[src/rtl/calc_pkg.sv]
// Calculator-wide types shared by the keypad scanner and the controller.
package calc_pkg;

   // Button codes delivered to the controller. B_NONE marks an unmapped position
   // and is also the idle value after reset.
   typedef enum logic [4:0] {
      B_NONE,
      B_NUM_0, B_NUM_1, B_NUM_2, B_NUM_3, B_NUM_4,
      B_NUM_5, B_NUM_6, B_NUM_7, B_NUM_8, B_NUM_9,
      B_DOT, B_EQ, B_PLUS, B_MINUS, B_MUL, B_DIV, B_ON
   } active_button_t;

   // Physical matrix position to button. Rows run top to bottom, columns 0-4.
   function automatic active_button_t keypos2button(input logic [2:0] row,
                                                    input logic [2:0] col);
      active_button_t btn;
      btn = B_NONE;
      case (row)
         3'd0: case (col)
            3'd0: btn = B_NUM_7;
            3'd1: btn = B_NUM_8;
            3'd2: btn = B_NUM_9;
            3'd3: btn = B_DIV;
            3'd4: btn = B_ON;
            default: btn = B_NONE;
         endcase
         3'd1: case (col)
            3'd0: btn = B_NUM_4;
            3'd1: btn = B_NUM_5;
            3'd2: btn = B_NUM_6;
            3'd3: btn = B_MUL;
            default: btn = B_NONE;
         endcase
         3'd2: case (col)
            3'd0: btn = B_NUM_1;
            3'd1: btn = B_NUM_2;
            3'd2: btn = B_NUM_3;
            3'd3: btn = B_MINUS;
            default: btn = B_NONE;
         endcase
         3'd3: case (col)
            3'd0: btn = B_NUM_0;
            3'd1: btn = B_DOT;
            3'd2: btn = B_EQ;
            3'd3: btn = B_PLUS;
            default: btn = B_NONE;
         endcase
         default: btn = B_NONE;
      endcase
      return btn;
   endfunction

endpackage

[src/rtl/sync_2ff.sv]
// Two-flop synchroniser for a bus of independent asynchronous levels.
module sync_2ff #(
   parameter int              Width      = 1,
   parameter logic [Width-1:0] ResetValue = '0
) (
   input  logic             clk_i,
   input  logic             rst_ni,
   input  logic [Width-1:0] d,
   output logic [Width-1:0] q
);

   logic [Width-1:0] meta_reg;
   logic [Width-1:0] sync_reg;

   // First flop may go metastable; the second gives it a full cycle to resolve.
   always_ff @(posedge clk_i or negedge rst_ni) begin
      if (!rst_ni) begin
         meta_reg <= ResetValue;
         sync_reg <= ResetValue;
      end else begin
         meta_reg <= d;
         sync_reg <= meta_reg;
      end
   end

   assign q = sync_reg;

endmodule

[src/rtl/keypad_scanner.sv]
// Row/column keypad scanner: drives one row low at a time, debounces the
// columns and emits a single pulse per accepted press.
module keypad_scanner
   import calc_pkg::*;
#(
   parameter int NumRows        = 4,
   parameter int NumCols        = 5,
   parameter int SettleCycles   = 16,
   parameter int DebounceCycles = 50000
) (
   input  logic               clk_i,
   input  logic               rst_ni,
   output logic [NumRows-1:0] row_o,
   input  logic [NumCols-1:0] col_i,
   output active_button_t     active_button_o,
   output logic               new_input_o
);

   localparam int ROW_W = (NumRows > 1) ? $clog2(NumRows) : 1;
   localparam int COL_W = (NumCols > 1) ? $clog2(NumCols) : 1;
   localparam int SET_W = $clog2(SettleCycles + 1);
   localparam int DEB_W = $clog2(DebounceCycles + 1);

   localparam logic [ROW_W-1:0] ROW_LAST    = ROW_W'(NumRows - 1);
   localparam logic [SET_W-1:0] SETTLE_LAST = SET_W'(SettleCycles);
   // The final sample is taken with the counter one short of the target.
   localparam logic [DEB_W-1:0] DEB_FINAL   = DEB_W'(DebounceCycles - 1);

   typedef enum logic [1:0] {
      S_SCAN,
      S_DEBOUNCE,
      S_HELD
   } state_t;

   state_t             state_reg, state_next;
   logic [ROW_W-1:0]   row_reg, row_next;
   logic [COL_W-1:0]   col_reg, col_next;
   logic [SET_W-1:0]   settle_cnt_reg, settle_cnt_next;
   logic [DEB_W-1:0]   deb_cnt_reg, deb_cnt_next;
   active_button_t     button_reg, button_next;
   logic               new_input_reg, new_input_next;

   logic [NumCols-1:0] col_s;
   logic               any_low;
   logic [COL_W-1:0]   low_idx;
   logic [ROW_W-1:0]   row_inc;
   active_button_t     lookup_btn;

   sync_2ff #(
      .Width      (NumCols),
      .ResetValue ({NumCols{1'b1}})
   ) u_col_sync (
      .clk_i  (clk_i),
      .rst_ni (rst_ni),
      .d      (col_i),
      .q      (col_s)
   );

   // Lowest-numbered low column wins when several keys share a row.
   always_comb begin
      any_low = 1'b0;
      low_idx = '0;
      for (int i = NumCols - 1; i >= 0; i--) begin
         if (!col_s[i]) begin
            any_low = 1'b1;
            low_idx = COL_W'(i);
         end
      end
   end

   assign row_inc    = (row_reg == ROW_LAST) ? '0 : row_reg + ROW_W'(1);
   assign lookup_btn = keypos2button(3'(row_reg), 3'(col_reg));

   // Next-state logic for scan, debounce and hold-until-release.
   always_comb begin
      state_next      = state_reg;
      row_next        = row_reg;
      col_next        = col_reg;
      settle_cnt_next = settle_cnt_reg;
      deb_cnt_next    = deb_cnt_reg;
      button_next     = button_reg;
      new_input_next  = 1'b0;
      case (state_reg)
         S_SCAN: begin
            if (settle_cnt_reg == SETTLE_LAST) begin
               settle_cnt_next = '0;
               if (any_low) begin
                  col_next     = low_idx;
                  deb_cnt_next = DEB_W'(1);
                  state_next   = S_DEBOUNCE;
               end else begin
                  row_next = row_inc;
               end
            end else begin
               settle_cnt_next = settle_cnt_reg + SET_W'(1);
            end
         end
         S_DEBOUNCE: begin
            if (any_low && (low_idx == col_reg)) begin
               if (deb_cnt_reg == DEB_FINAL) begin
                  // Press accepted; the counter is reused to time the release.
                  deb_cnt_next = '0;
                  state_next   = S_HELD;
                  if (lookup_btn != B_NONE) begin
                     button_next    = lookup_btn;
                     new_input_next = 1'b1;
                  end
               end else begin
                  deb_cnt_next = deb_cnt_reg + DEB_W'(1);
               end
            end else begin
               deb_cnt_next    = '0;
               settle_cnt_next = '0;
               row_next        = row_inc;
               state_next      = S_SCAN;
            end
         end
         S_HELD: begin
            if (any_low) begin
               deb_cnt_next = '0;
            end else if (deb_cnt_reg == DEB_FINAL) begin
               deb_cnt_next    = '0;
               settle_cnt_next = '0;
               row_next        = '0;
               state_next      = S_SCAN;
            end else begin
               deb_cnt_next = deb_cnt_reg + DEB_W'(1);
            end
         end
         default: begin
            state_next = S_SCAN;
         end
      endcase
   end

   // State and datapath registers.
   always_ff @(posedge clk_i or negedge rst_ni) begin
      if (!rst_ni) begin
         state_reg      <= S_SCAN;
         row_reg        <= '0;
         col_reg        <= '0;
         settle_cnt_reg <= '0;
         deb_cnt_reg    <= '0;
         button_reg     <= B_NONE;
         new_input_reg  <= 1'b0;
      end else begin
         state_reg      <= state_next;
         row_reg        <= row_next;
         col_reg        <= col_next;
         settle_cnt_reg <= settle_cnt_next;
         deb_cnt_reg    <= deb_cnt_next;
         button_reg     <= button_next;
         new_input_reg  <= new_input_next;
      end
   end

   // One-hot-low row drive decoded from the registered row index.
   generate
      for (genvar gi = 0; gi < NumRows; gi++) begin : g_row_drive
         assign row_o[gi] = (row_reg != ROW_W'(gi));
      end
   endgenerate

   assign active_button_o = button_reg;
   assign new_input_o     = new_input_reg;

endmodule

[config.mk]
export PLATFORM = sky130hd
export DESIGN_NAME = keypad_scanner
export DESIGN_NICKNAME = d
export VERILOG_FILES = /design/src/rtl/calc_pkg.sv /design/src/rtl/sync_2ff.sv /design/src/rtl/keypad_scanner.sv
export SDC_FILE = /design/constraint.sdc
export NUM_CORES = 1
export LEC_CHECK = 0
export CAP_MARGIN = 20
export CORE_ASPECT_RATIO = 1.4
export CORE_MARGIN = 2
export CORE_UTILIZATION = 35
export CTS_CLUSTER_SIZE = 16
export DETAILED_ROUTE_END_ITERATION = 6
export PLACE_DENSITY = 0.63
export SLEW_MARGIN = 20
export SYNTH_ARGS = -nofsm -noshare
export SYNTH_HDL_FRONTEND = slang
export SYNTH_SLANG_ARGS = --single-unit
[constraint.sdc]
create_clock -name clk_i -period 3.32 [get_ports clk_i]
set_input_delay 0.332 -clock clk_i [delete_from_list [all_inputs] [get_ports clk_i]]
set_output_delay 0.332 -clock clk_i [all_outputs]
set_load 0.005 [all_outputs]
After elaboration in Yosys (flattened, before gate mapping)

Index checks and enable logic that the tools add are counted.

RAM bits: 0
Bits of input ports: 7
Logic and storage cells: 89
Output and inout bits: 10
Memories: 0
Register bits after elaboration: 44
Memory bits (read-only): 0
Bits in latches: 0

Divide/modulo/power cells: 0
Add/subtract/negate cells: 3
Muxes and demuxes: 42
Shifts and indexed selects: 0
Bitwise operators: 0
$lt $le $gt $ge: 0
Equality and inequality tests: 22
Reduce and logical (&&, ||, !) cells: 13
Multipliers: 0

Operator list:

| cell                  | count |
|---|---|
| $mux 16               | 5 |
| $pmux 16 s3           | 1 |
| $pmux 4 s4            | 3 |
| $pmux 5 s5            | 1 |
| $mux 2                | 10 |
| $mux 5                | 4 |
| $pmux 5 s4            | 1 |
| $add 16x1->16 const B | 1 |
| $eq 16x16->1 const B  | 1 |
| $ne 2x2->1 const B    | 8 |
| $mux 3                | 5 |
| $pmux 5 s3            | 1 |
| $pmux 2 s3            | 2 |
| $mux 1                | 9 |
| $reduce_and 4->1      | 2 |
| $eq 2x2->1 const B    | 3 |
| $eq 3x2->1 const B    | 2 |
| $reduce_and 3->1      | 2 |
| $reduce_and 6->1      | 1 |
| $add 5x1->5 const B   | 1 |
| $eq 5x5->1 const B    | 1 |
| $reduce_and 5->1      | 1 |
| $reduce_bool 5->1     | 1 |
| $eq 2x1->1 const B    | 2 |
| 11 further kinds      | 12 |

Longest topological paths before layout

Gate-level depths: netlist (run 1).

Word-level depth: 9
Gate-level depth with buffers: 9
Gate-level depth less buffers: 8

Modules after synthesis

Synthesis (run 1) repeated with hierarchy kept, for this count alone.

Cell total of the unflattened synthesis: 253
Area, all modules: 2406.1 um^2

By module, submodules not included:

| module         | seq. area each (um^2) | times used | area an instance (um^2) | cells each |
|---|---|---|---|---|
| keypad_scanner | 850.8                 | 1          | 2143.3                  | 243 |
| sync_2ff       | 262.8                 | 1          | 262.8                   | 10 |

Worst setup path after synthesis (run 1)

OpenSTA, ideal clock, no wires.

Path type: flip-flop to flip-flop
From: register deb_cnt_reg[4]
To: register row_reg[0]
Stages on the path, launching flop included: 9
Path buffers: 2
Slack: 0.834 ns
Clock period less this slack: 2.486 ns
Arrival time: 2.361 ns
Setup time: 0.125 ns
Data required time: 3.195 ns
Path through: dfrtp_1 or4_1 or4_4 buf_6 o22ai_2 o31ai_1 buf_6 a21o_1 mux2_4

Cells in the longest elaborated chain, start to end: 3

RTL lines:

| what                       | RTL line              | RTL |
|---|---|---|
| from (decl)                | keypad_scanner.sv:39  | `logic [DEB_W-1:0] deb_cnt_reg, deb_cnt_next;` |
| from (signal assigned)     | keypad_scanner.sv:151 | `deb_cnt_reg <= deb_cnt_next;` |
| $eq 16x16->1               | keypad_scanner.sv:121 | `end else if (deb_cnt_reg == DEB_FINAL) begin` |
| $ne 2x2->1 (no line)       | --                    |  |
| $reduce_and 6->1 (no line) | --                    |  |
| to (signal assigned)       | keypad_scanner.sv:148 | `row_reg <= row_next;` |
| to (decl)                  | keypad_scanner.sv:36  | `logic [ROW_W-1:0] row_reg, row_next;` |

No other way between the ends.
A chain may end at the register's enable or synchronous reset.

Worst setup path in the final report (run 1)

From: register u_col_sync.sync_reg[1] (netlist: u_col_sync.q[1])
To: register row_reg[0]

Cells in the longest elaborated chain, start to end: 6
Elaborated cells on any way between the ends: 10
Those cells by class: eq/ne: 4; mux: 4; reduce/logical: 2

RTL lines:

| what                           | RTL line             | RTL |
|---|---|---|
| from (decl)                    | sync_2ff.sv:13       | `logic [Width-1:0] sync_reg;` |
| from (signal assigned)         | sync_2ff.sv:19       | `sync_reg <= ResetValue;` |
| from (signal assigned)         | sync_2ff.sv:22       | `sync_reg <= meta_reg;` |
| $mux 3 (2 in series)           | keypad_scanner.sv:64 | `if (!col_s[i]) begin` |
| $eq 3x3->1                     | keypad_scanner.sv:99 | `if (any_low && (low_idx == col_reg)) begin` |
| $logic_and 1x1->1              | keypad_scanner.sv:99 |  |
| $ne 2x2->1 (no line)           | --                   |  |
| $reduce_and 6->1 (no line) (*) | --                   |  |

Mark *: on every way between the ends. The rest lies on a longest branch, timed or not.

==> results.toml, run 1 <==
[detailed_routing]
met2_length_mm = 2.25
routedWlPerCell_um = 12.4
ant_nets = 0
via_count = 1813
vias_per_cell = 5.02
drc = 0
wl_met1_mm = 2.02
drt-initial-drc-count = 71
dr.pass1.iters = 4
route.met3.wl_um = 119
finalWirelength_mm = 4.49
routed.top_layer = "met4"

[finish]
stdcell_count = 361
largest_register_ffs = 16
final_cell_mix = "dfrtp_1 (34), nand2_1 (26), nor2_1 (20)"
n_fill_cell = 654
fin_area_um2 = 2790
area_growth_pct = 15.9
drive_gt1_share_pct = 12.6
final_nets = 287
final_common_cell = "dfrtp_1"
n_antenna_cell = 0

[pwr]
leakagePower_nw = 1.22
irDropWorstVdd_v = 0.000251
power_density_nw_per_um2 = 612

[clock_tree]
clkTransAtPathRegs_ps = 80
root_buffer = "clkbuf_8"
tritoncts = "done"
cts_sinks = 44
cts_made_buffers = 5
insertion_delay_ps = 300
htreeDepth = 2
ctsResizeCount = 0
clockBufferDepth = 2
postCtsSetupBuffers = 0
ctsHoldBuffers = 0

[sta]
finalSetupTns_ps = 0
max_freq_ghz = 0.359
setup-violations-final = 0
worst_slack_ps = 535
hold_slack_ps = 18.3
rsz0062_at_grt = "no"
post-route-period-util_pct = 83.9
tightest_slew_ps = 1040
slew-limit-headroom_pct = 30.2
hold_violations = 0
skew_ps = 9.57
slew_viol_final = 0
period_minus_slack_ps = 2790

[critical_path]
cp-end-kind = "register"
crit_type = "reg2reg"
path_max_fanout = 11
start_kind = "register"
critPathArrivalTime_ps = 2970
r2r_cells = 6
crit_path_start = "u_col_sync.q[1]"
timing.rr.start = "u_col_sync.q[1]"
worstPathRequired_ps = 3510

[synth]
synth_ff_type = "dfrtp_1"
synth_top_area_cell = "dfrtp_1"
yosys.area.top_type_share_pct = 35.3
synth_area_um2 = 2410
ys_seq_elements = 44
synth.area.top_cells = "dfrtp_1 (35%), dfstp_2 (11%), ha_1 (6.2%), xor2_1 (5.1%), nand2_1 (4.1%)"
synth-edff-count = 0
ys_types = 44
ys_warn_count = 0
synthCells = 248
synth.yosys.seq_area_share_pct = 46.3
syn_avg_cell_area_um2 = 9.71
async_flop_share_pct = 100
syn-num-nets = 267

[global_route]
antenna_found_initial = 0
grt_max_degree = 45
grt_pass1_wl_mm = 7.80
gr-total-overflow = 0
grt_usage_pct = 13.4
grt_pass1_vias = 1716

[placed_design]
globalplace.congestion = 0.815
dpl.hpwl_mm = 3.28
dp.cells = 353
portBuffers = 16
dp_slack_ps = 534
postPlaceCellArea_um2 = 2670

[floorplanning]
rows = 35
die_x_um = 74.1
start_util_pct = 36.4
io_pins = 17
die_y_um = 102
dieArea_um2 = 7570
coreArea_um2 = 6610

[worst_hold_path]
hold_class = "in2async"

[run]
cap_violations = 0

[status]
run_status = "complete, no violations"
## where the power goes
part	leakage, nW	switching (mW)	internal (mW)	total, mW
clock network	0.0627	0.183	0.235	0.418
logic	0.587	0.357	0.271	0.629
registers	0.566	0.0623	0.599	0.661
## Yosys cell counts (2+ instances only)
library cell / instances
nor2_1: 20
clkbuf_1: 5
nand4_1: 10
nand3_1: 10
nor4_1: 2
nand2_1: 26
and3_1: 4
mux2_2: 5
xor2_1: 14
nor3_1: 9
or4bb_1: 2
nand2b_1: 5
inv_1: 17
and2_1: 2
a211oi_1: 3
or4_1: 3
dfrtp_1: 34
dfstp_2: 10
buf_6: 2
a21o_1: 2
a22o_1: 3
o21ai_1: 2
ha_1: 12
a21oi_1: 11
o21ai_0: 12
o31ai_1: 5
## area by class of cell
type / instances / area, um^2 / share of cell area (%)
well taps: 92 / 115 / 4.13
clock buffers: 8 / 121 / 4.35
flip-flops and latches: 44 / 1110 / 39.9
inverters: 17 / 63.8 / 2.29
repair buffers: 20 / 188 / 6.73
multi-input cells: 180 / 1190 / 42.6
## per-layer routing
layer,vias up,track usage (%)
li1,913,-
met2,26,22.3
met3,8,3.06
met5,-,0
met4,0,6.01
met1,866,16.4
## through the flow
stage,util (%),power [mW]
2_1_floorplan,-,1.11
3_3_place_gp,40.3,1.30
3_5_place_dp,40.3,1.31
4_1_cts,42.2,1.74
5_1_grt,42.2,1.84
6_report,42.2,1.71
## cell families after synthesis
group / after synthesis / share of synthesized area, %
flops: 44 / 46.3
simple gates: 101 / 22.1
xor+xnor: 15 / 5.46
compound gates: 45 / 12.2
buf+inv: 24 / 4.37
fa+ha+maj: 12 / 6.24
mux: 7 / 3.38
## path summary, 6_finish.rpt
| path | to | slack, ps |
|---|---|---|
| hold reg to reg | u_col_sync.q[2] | 360 |
| setup / recovery | row_reg[0] | 530 |
| hold / removal | settle_cnt_reg[0] | 20 |
| setup reg to reg | row_reg[0] | 530 |
| max in group asynchronous | u_col_sync.q[4] | 2930 |
| min in group clk_i | u_col_sync.q[2] | 360 |
## worst max-delay path: stages (launching register included)
cell and delay, ps:
dfstp_2 550, nand2_1 80, o21ai_0 140, or3b_2 510, o31ai_1 890, a21o_1 210, mux2_4 300
Power figures use the tool's default switching activity.
==> inputs of run 2 (changes only) <==
--- a/config.mk
+++ b/config.mk
@@ -11,7 +11,7 @@
 export CORE_UTILIZATION = 35
 export CTS_CLUSTER_SIZE = 16
 export DETAILED_ROUTE_END_ITERATION = 6
-export PLACE_DENSITY = 0.63
+export PLACE_DENSITY = 0.65
 export SLEW_MARGIN = 20
 export SYNTH_ARGS = -nofsm -noshare
 export SYNTH_HDL_FRONTEND = slang
==> constraint.sdc (replaced) <==
create_clock -name clk_i -period 2.3 [get_ports clk_i]
set_input_delay 0.23 -clock clk_i [delete_from_list [all_inputs] [get_ports clk_i]]
set_output_delay 0.23 -clock clk_i [all_outputs]
set_load 0.005 [all_outputs]
==> run 2 against run 1 <==
Sequential power grew 45%. Register-to-register slack got worse by 560 ps. Fmax up 20%. Critical path depth did not move. Global-route usage grew 1.7 points. The flow now finishes with violations (negative setup slack). Cell count is 6.4% higher. Largest power group is now combinational logic. Via count up 7.4%. Sequential share of layout area fell by 2.9 points.
==> results.toml, run 2 (synthesized netlist as in run 1, its figures left out) <==
[finish]
n_fill_cell = 640
fin_area_um2 = 3010
final_common_cell = "dfrtp_1"
drive_gt1_share_pct = 21.9
final_nets = 310
largest_register_ffs = 16
fin_util_pct = 45.5
n_antenna_cell = 0
multi_input_area_um2 = 1250
final_cell_mix = "dfrtp_1 (34), buf_4 (27), nand2_1 (26)"
area_growth_pct = 24.9
final-seq-area_um2 = 1110

[clock_tree]
htreeDepth = 2
root_buffer = "clkbuf_8"
insertion_delay_ps = 310
tritoncts = "done"
clockBufferDepth = 2
clkTransAtPathRegs_ps = 100
cts_made_buffers = 5
cts_sinks = 44

[critical_path]
path_max_fanout = 5
start_kind = "register"
timing.rr.start = "deb_cnt_reg[12]"
r2r_cells = 6
worstPathRequired_ps = 2500
cp-end-kind = "register"
reg2reg_slack_ps = -30
critPathArrivalTime_ps = 2530
timing.rr.end = "row_reg[0]"
crit_type = "reg2reg"

[placed_design]
globalplace.congestion = 0.867
portBuffers = 16
postPlaceCellArea_um2 = 2820
dpl.hpwl_mm = 3.77
dp_slack_ps = -31.1

[detailed_routing]
dr.pass1.iters = 6
via_count = 1948
finalWirelength_mm = 5.11
drt-initial-drc-count = 104
routedWlPerCell_um = 13.3
drc = 0
vias_per_cell = 5.07
ant_nets = 0

[floorplanning]
rows = 35
start_util_pct = 36.4
dieArea_um2 = 7570
coreArea_um2 = 6610
io_pins = 17
die_x_um = 74.1
die_y_um = 102

[sta]
tightest_slew_ps = 900
worst_slack_ps = -27.8
slew-limit-headroom_pct = 40.0
max_freq_ghz = 0.430
post-route-period-util_pct = 101
slew_viol_final = 0
hold_slack_ps = 39.1
period_minus_slack_ps = 2330
hold_violations = 0
rsz0062_at_grt = "yes"
skew_ps = 13.6
setup-violations-final = 1
finalSetupTns_ps = -27.8

[global_route]
grt_pass1_wl_mm = 8.91
grt_max_degree = 43
grt_pass1_vias = 2035
gr-total-overflow = 0
grt_usage_pct = 15.1
antenna_found_initial = 0

[run]
cap_violations = 0

[pwr]
power_density_nw_per_um2 = 854
irDropWorstVdd_v = 0.000439
leakagePower_nw = 1.35

[status]
run_status = "complete, but fails checks"
violations = "negative setup slack"

[worst_hold_path]
hold_class = "in2async"
## run 2: stage by stage
step / std cells / power (mW)
global placement: 373 / 1.94
floorplan: 248 / 1.61
finish: 384 / 2.57
global route: 384 / 2.76
CTS: 382 / 2.58
detailed placement: 373 / 1.96
## run 2: critical path, stage by stage (launching register included)
cell	delay [ps]
dfrtp_1	380
or4bb_1	510
or4_4	580
o22ai_4	140
o31ai_4	120
a21o_1	200
mux2_4	300
## run 2: timing repair
item                                    CTS  global route
gates resized for setup                   4             6
pin swaps                                 5             2
hold buffers                              0             0
endpoints found under the setup margin    3            26
buffers inserted                          1             2
## run 2: per-layer routing
| layer | part of all wire, % | wire length (um) | global-route usage (%) |
|---|---|---|---|
| met4 | 2.1 | 107 | 5.87 |
| met1 | 41 | 2070 | 16.7 |
| met3 | 2.4 | 123 | 2.66 |
| met2 | 55 | 2800 | 27.9 |
| met5 | 0 | 0 | 0 |
## run 2: worst max path at each step
stage,start,to,slack (ps),depth (start not counted)
2_1_floorplan,deb_cnt_reg[11],row_reg[0],-120,8
3_3_place_gp,deb_cnt_reg[12],settle_cnt_reg[3],20,6
3_5_place_dp,deb_cnt_reg[12],settle_cnt_reg[3],-30,6
4_1_cts,deb_cnt_reg[11],row_reg[0],-50,6
5_1_grt,deb_cnt_reg[12],row_reg[0],-60,6
6_report,deb_cnt_reg[12],row_reg[0],-30,6
## run 2: power breakdown
part	switching, mW	internal [mW]
Clock	0.295	0.285
Combinational	0.564	0.468
Sequential	0.0935	0.864
Total	0.952	1.62
## run 2: final cells by class
cell class              count  area share, %
well taps                  92           3.83
clock buffers               6           3.12
multi-input cells         180           41.5
inverters                  17           2.12
flip-flops and latches     44           37.0
repair buffers             43           11.9
clock inverters             2          0.499
